==> config.mk <==
export PLATFORM = sky130hd
export DESIGN_NAME = ysyx_22051086_ifu
export DESIGN_NICKNAME = d
export VERILOG_FILES = /design/src/rtl/ysyx_22051086_ifu.sv
export SDC_FILE = /design/constraint.sdc
export NUM_CORES = 1
export LEC_CHECK = 0
export CAP_MARGIN = 5
export CORE_ASPECT_RATIO = 0.5
export CORE_MARGIN = 2
export CORE_UTILIZATION = 35
export DETAILED_ROUTE_END_ITERATION = 10
export PLACE_DENSITY = 0.78
export SLEW_MARGIN = 15
export SYNTH_ARGS = -nofsm -noshare
export SYNTH_HDL_FRONTEND = slang
export SYNTH_SLANG_ARGS = --single-unit
==> constraint.sdc <==
create_clock -name clk -period 2.35 [get_ports clk]
set_input_delay 0.47 -clock clk [delete_from_list [all_inputs] [get_ports clk]]
set_output_delay 0.47 -clock clk [all_outputs]
set_load 0.03 [all_outputs]
==> src/rtl/ysyx_22051086_ifu.sv <==
// Instruction fetch unit: REQ/WAIT/HOLD fetch FSM with redirect and drop handling.
// Optional perf counters enabled by defining YSYX_22051086_IFU_PERF_EN.
module ysyx_22051086_ifu #(
  parameter logic [31:0] RESET_PC = 32'h8000_0000
) (
  input  logic        clk,
  input  logic        rst,
  output logic [31:0] ic_raddr,
  output logic        ic_rwen,
  input  logic [31:0] ic_rdata,
  input  logic        ic_rdata_valid,
  input  logic        redirect_valid,
  input  logic [31:0] redirect_pc,
  output logic        inst_valid,
  input  logic        inst_ready,
  output logic [31:0] inst,
  output logic [31:0] inst_pc,
  output logic [31:0] perf_fetch_cnt,
  output logic [31:0] perf_stall_cnt
);

  typedef enum logic [1:0] {
    S_REQ  = 2'd0,
    S_WAIT = 2'd1,
    S_HOLD = 2'd2
  } state_t;

  state_t      state;
  state_t      state_nx;
  logic [31:0] pc;
  logic        drop;
  logic        accept;
  logic        unused_bits;

  assign unused_bits = ^redirect_pc[1:0];
  assign ic_raddr    = pc;

  // A response is kept only if nothing has invalidated it.
  assign accept = (state == S_WAIT) & ic_rdata_valid
                & ~drop & ~redirect_valid;

  always_ff @(posedge clk) begin
    if (rst) state <= S_REQ;
    else     state <= state_nx;
  end

  always_comb begin
    state_nx = state;
    unique case (state)
      S_REQ: begin
        if (!redirect_valid) state_nx = S_WAIT;
      end
      S_WAIT: begin
        if (ic_rdata_valid)
          state_nx = (redirect_valid || drop) ? S_REQ : S_HOLD;
      end
      S_HOLD: begin
        if (redirect_valid || inst_ready) state_nx = S_REQ;
      end
      default: state_nx = S_REQ;
    endcase
  end

  always_comb begin
    ic_rwen    = 1'b0;
    inst_valid = 1'b0;
    if (!rst && !redirect_valid) begin
      ic_rwen    = (state == S_REQ);
      inst_valid = (state == S_HOLD);
    end
  end

  always_ff @(posedge clk) begin
    if (rst) begin
      pc      <= RESET_PC;
      drop    <= 1'b0;
      inst    <= 32'h0;
      inst_pc <= 32'h0;
    end else begin
      if (redirect_valid) pc <= {redirect_pc[31:2], 2'b00};
      else if (accept)    pc <= pc + 32'd4;
      if (accept) begin
        inst    <= ic_rdata;
        inst_pc <= pc;
      end
      // The outstanding response is stale once a redirect passes it.
      if (state == S_WAIT) begin
        if (ic_rdata_valid)      drop <= 1'b0;
        else if (redirect_valid) drop <= 1'b1;
      end
    end
  end

`ifdef YSYX_22051086_IFU_PERF_EN
  logic fire;
  assign fire = inst_valid & inst_ready;

  always_ff @(posedge clk) begin
    if (rst) begin
      perf_fetch_cnt <= 32'h0;
      perf_stall_cnt <= 32'h0;
    end else begin
      if (fire)            perf_fetch_cnt <= perf_fetch_cnt + 32'd1;
      if (state == S_WAIT) perf_stall_cnt <= perf_stall_cnt + 32'd1;
    end
  end
`else
  assign perf_fetch_cnt = 32'h0;
  assign perf_stall_cnt = 32'h0;
`endif

endmodule

# Yosys cells after proc, flatten, opt, wreduce, memory -nomap -nowiden
# Cells that the tools add are included.
# word_totals
out_inout_bits	162
ff_bits	99
word_cells	39
# classes
addsub	1
bitwise	5
n_reduce_logical	11
n_mux	11
eq_ne	5
# op_table
cell	count
32-bit 2-to-1 mux	2
32-bit by 3-bit adder with 32-bit output (second input constant)	1
2-bit 2-to-1 mux	4
2-bit != test (second input constant)	3
2-bit one-hot mux with 3 select lines	1
1-bit 2-to-1 mux	4
2-bit nonzero test	2
1-bit bitwise AND	3
3-bit AND reduction	1
2-bit by 1-bit equality test with 1-bit output (second input constant)	1
2-bit equality test (second input constant)	1
1-bit logical NOT	2
2-bit logical NOT	1
1-bit logical OR	2
1-bit NOT	2
2-bit AND reduction	1
2-bit OR reduction	1
1-bit logical AND	1

# Longest topological paths before layout
# logic_depth
word_depth	6
depth_mapped	6
depth_no_buf	5

# Worst setup path after synthesis
# Ideal clock, no wire load.
# synth_path
path_kind	input -> output
start	in rst
end	out inst_valid
t_arrival_ns	1.862
path_buffers	2
required_ns	1.880
slack_ns	0.018
cell_stages	3
cell_sequence	clkbuf_1 clkbuf_1 nor4b_1
# synth_via
elab_chain_cells	3
# synth_rtl
element	line_no	rtl
from (decl)	7	input logic rst,
1-bit logical NOT	67	if (!rst && !redirect_valid) begin
1-bit logical AND	67	
1-bit 2-to-1 mux	67	
to (decl)	14	output logic inst_valid,
# No other way between the ends.

# Worst setup path in the final report
# layout_path
start	in ic_rdata_valid
end	reg pc[21] (netlist: ic_raddr[21])
# layout_via
elab_chain_cells	4
# layout_rtl
element	line_no	rtl
from (decl)	11	input logic ic_rdata_valid,
1-bit bitwise AND	39	assign accept = (state == S_WAIT) & ic_rdata_valid
1-bit bitwise AND (2 in series)	40	& ~drop & ~redirect_valid;
2-bit nonzero test (no source line)	--	
to (signal assigned)	80	if (redirect_valid) pc <= {redirect_pc[31:2], 2'b00};
to (signal assigned)	81	else if (accept) pc <= pc + 32'd4;
to (decl)	30	logic [31:0] pc;
# No other way between the ends.
# A chain may end at the register's enable or synchronous reset.

==> impl_results.md <==
- Final setup vio count: 0
- WL final: 12700 microns
- Hold Vio Cnt, Final: 0
- Global placement routability congestion: 0.798
- Dominant cells by area after synthesis: dfxtp_1 (42%), nand2_1 (12%), buf_4 (11%)
- Yosys warns: 0
- Antenna Nets Post-Route: 0
- P_leak: 2.29 nW
- Max_cap viols: 0
- Pin count of the biggest net entering global routing: 63
- Cell Rows: 29
- # fillers: 1153
- Iter 0 DRT Violations: 272
- Flop-to-flop setup slack: 0.26 ns
- #FFs+latches synth: 95
- Met1 Track Usage GR: 0.238
- Fin cells: 910
- Clock-pin slew on the worst setup and hold paths: 0.07 ns
- Clock buffer depth: 2
- CTS Buf Count: 9
- Max-slew headroom: 0.666
- Htree depth: 3
- Clock period minus worst slack: 2.13 ns
- Synth async-reset ratio: 0
- Crit path from: ic_rdata_valid
- Post-Syn Area per Cell: 7.97 sq um
- Die span in y: 84.5 microns
- Post-synthesis sequential area ratio: 0.420
- Setup repair bufs after CTS: 0
- Post-Place Cells: 894
- Reg-to-Reg End: ic_raddr[29]
- Element type at the critical path end: flop
- Met2 usage: 0.303
- Top-area cell type share of the netlist area: 0.420
- Layout Utilization: 0.515
- Avg WL per Cell: 14.0 microns
- GRT Util Overall: 0.182
- Worst min-delay path category: flop to flop
- Met3 GRT Util: 0.0366
- Critical path launch point type: input port
- Setup WS pre-CTS: -0.130 ns
- Vias in the first global route: 3941
- Critical path type: input port to flop
- Clock sinks: 95
- Die Area: 0.0139 sq mm
- Die Wd: 165 microns
- Post-synthesis cell area: 0.00453 sq mm
- Reg2reg path depth: 4
- Final worst slack: 0.216 ns
- Top-level port count: 231
- Core ar.: 0.0127 sq mm
- Fmax: 0.469 GHz
- Synth Flop Type: dfxtp_1
- Final net count: 805
- Area Overhead vs Synth: 43.8%
- Clock root cell: clkbuf_16
- Slew @ Worst Pin: 0.501 ns
- Crit share post-route: 0.908
- DP Wirelength: 9100 microns
- RSZ-0062 raised after global routing: false
- Worst-path maximum fanout: 10
- Drt first pass iters: 5
- Routed via count: 4395
- WHS Endpoint: inst[3]
- Synth cell types: 43
- Hold_ws: 0.453 ns
- Via-to-Cell Ratio: 4.83
- EDFF count, synth: 0
- Critical Path RT: 2.60 ns
- Status: finished clean
- Worst-Skew Late Latency: 0.34 ns
- Post-CTS Resized: 0
- P per Cell Area: 606 mW/mm^2
- Worst VDD drop: 0.000471 V
- Antenna violations before repair: 0
- Critical path arrival: 2.38 ns
- GRT Max-Usage Layer: met2
- Hold_buf cts: 0
- Port bufs: 160
- Hold Startpoint: inst[3]
- Syn Inst Count: 569
- Residual DRC: 0
- Initial core utilization: 0.358
- Congestion Overflow GR: 0
- Hold depth: 2
- Clock Skews: 0.00577 ns
- Share of cells above drive strength 1: 0.0770
- Post-synth top area cell: dfxtp_1
- Reg2Reg Launch Point: ic_raddr[19]
- # diodes: 0
- TritonCTS clock tree: done
- Slew Viols, Final: 0
- First-pass GRT wire length: 20400 microns
[cells in the mapped netlist, types with 7 or more instances]
| cell | number |
|---|---|
| nand3_1 | 8 |
| dfxtp_1 | 95 |
| nor2_1 | 31 |
| a211oi_1 | 12 |
| inv_1 | 7 |
| nor4_1 | 7 |
| or4_1 | 12 |
| clkbuf_1 | 32 |
| nand2_1 | 139 |
| a311oi_1 | 16 |
| a21oi_1 | 67 |
| o31ai_1 | 12 |
| buf_4 | 68 |
| nand4_1 | 10 |
[metal layers]
layer | part of all wire | vias up
met5 | 0 | -
li1 | - | 2174
met4 | 0.019 | 0
met3 | 0.060 | 17
met2 | 0.49 | 167
met1 | 0.43 | 2037
[placed cells by master (no fill, tap or decap), drive strengths merged, types with 5 or more instances in the layout]
cell type / instances
or3: 5
nand2: 139
conb: 68
xor2: 5
and4: 6
a311oi: 16
nand4: 11
clkdlybuf4s50: 157
dfxtp: 95
xnor2: 5
a21oi: 67
inv: 7
nand3: 8
clkbuf: 11
a211oi: 12
o31ai: 12
nor2: 31
buf: 36
or4: 12
nor4: 7
[worst max path at each step]
stage / cells past startpoint / end
2_1_floorplan: 3 / inst_valid
3_3_place_gp: 5 / ic_raddr[29]
3_5_place_dp: 6 / ic_raddr[21]
4_1_cts: 6 / ic_raddr[21]
5_1_grt: 4 / ic_raddr[28]
6_report: 6 / ic_raddr[21]
[sequential cells by signal (all words and copies together), names as in the netlist]
signal / flops
drop: 1
inst: 32
state: 2
inst_pc: 30
ic_raddr: 30
[power by group]
part / switching [mW] / total, mW / leakage, nW / internal (mW)
clock: 0.622 / 1.47 / 0.138 / 0.853
combinational: 0.454 / 0.742 / 1.38 / 0.288
sequential: 0.0657 / 1.74 / 0.775 / 1.67
[metrics by stage]
stage               TNS, ns  cell area (sq um)  total power [mW]
finish                    0               6520              3.95
global route              0               6520              4.10
floorplan                 0               4780              2.28
global placement     -0.480               6220              2.50
detailed placement   -0.969               6220              2.51
CTS                       0               6520              4.00
[cells by family (layout without fill, tap and decap cells)]
| kind of cell | count (synthesis) | count (layout) | synth area share |
|---|---|---|---|
| flip-flops | 95 | 95 | 0.420 |
| buffers and inverters | 112 | 216 | 0.153 |
| AND/OR/NAND/NOR | 232 | 232 | 0.240 |
| other | 1 | 68 | 0.000827 |
| AO/OA/AOI/OAI | 118 | 118 | 0.165 |
| adder cells (fa/ha/maj) | 1 | 1 | 0.00276 |
| XOR/XNOR | 10 | 10 | 0.0193 |
[worst max-delay path, stage by stage]
cell	delay [ns]
clkdlybuf4s50_1	0.50
nand4bb_2	0.14
buf_4	0.16
or3_4	0.43
or4_1	0.42
a311oi_1	0.27
[layout make-up]
type                            instances  area [sq um]  share of cell area
Multi-Input combinational cell        429          2200               0.337
Clock inverter                          5          57.6             0.00883
Sequential cell                        95          1900               0.292
Clock buffer                           11           243              0.0372
Timing Repair Buffer                  193          1880               0.288
Tap cell                              170           213              0.0326
Inverter                                7          26.3             0.00403
Note: power is estimated with default switching activity, not from simulation.
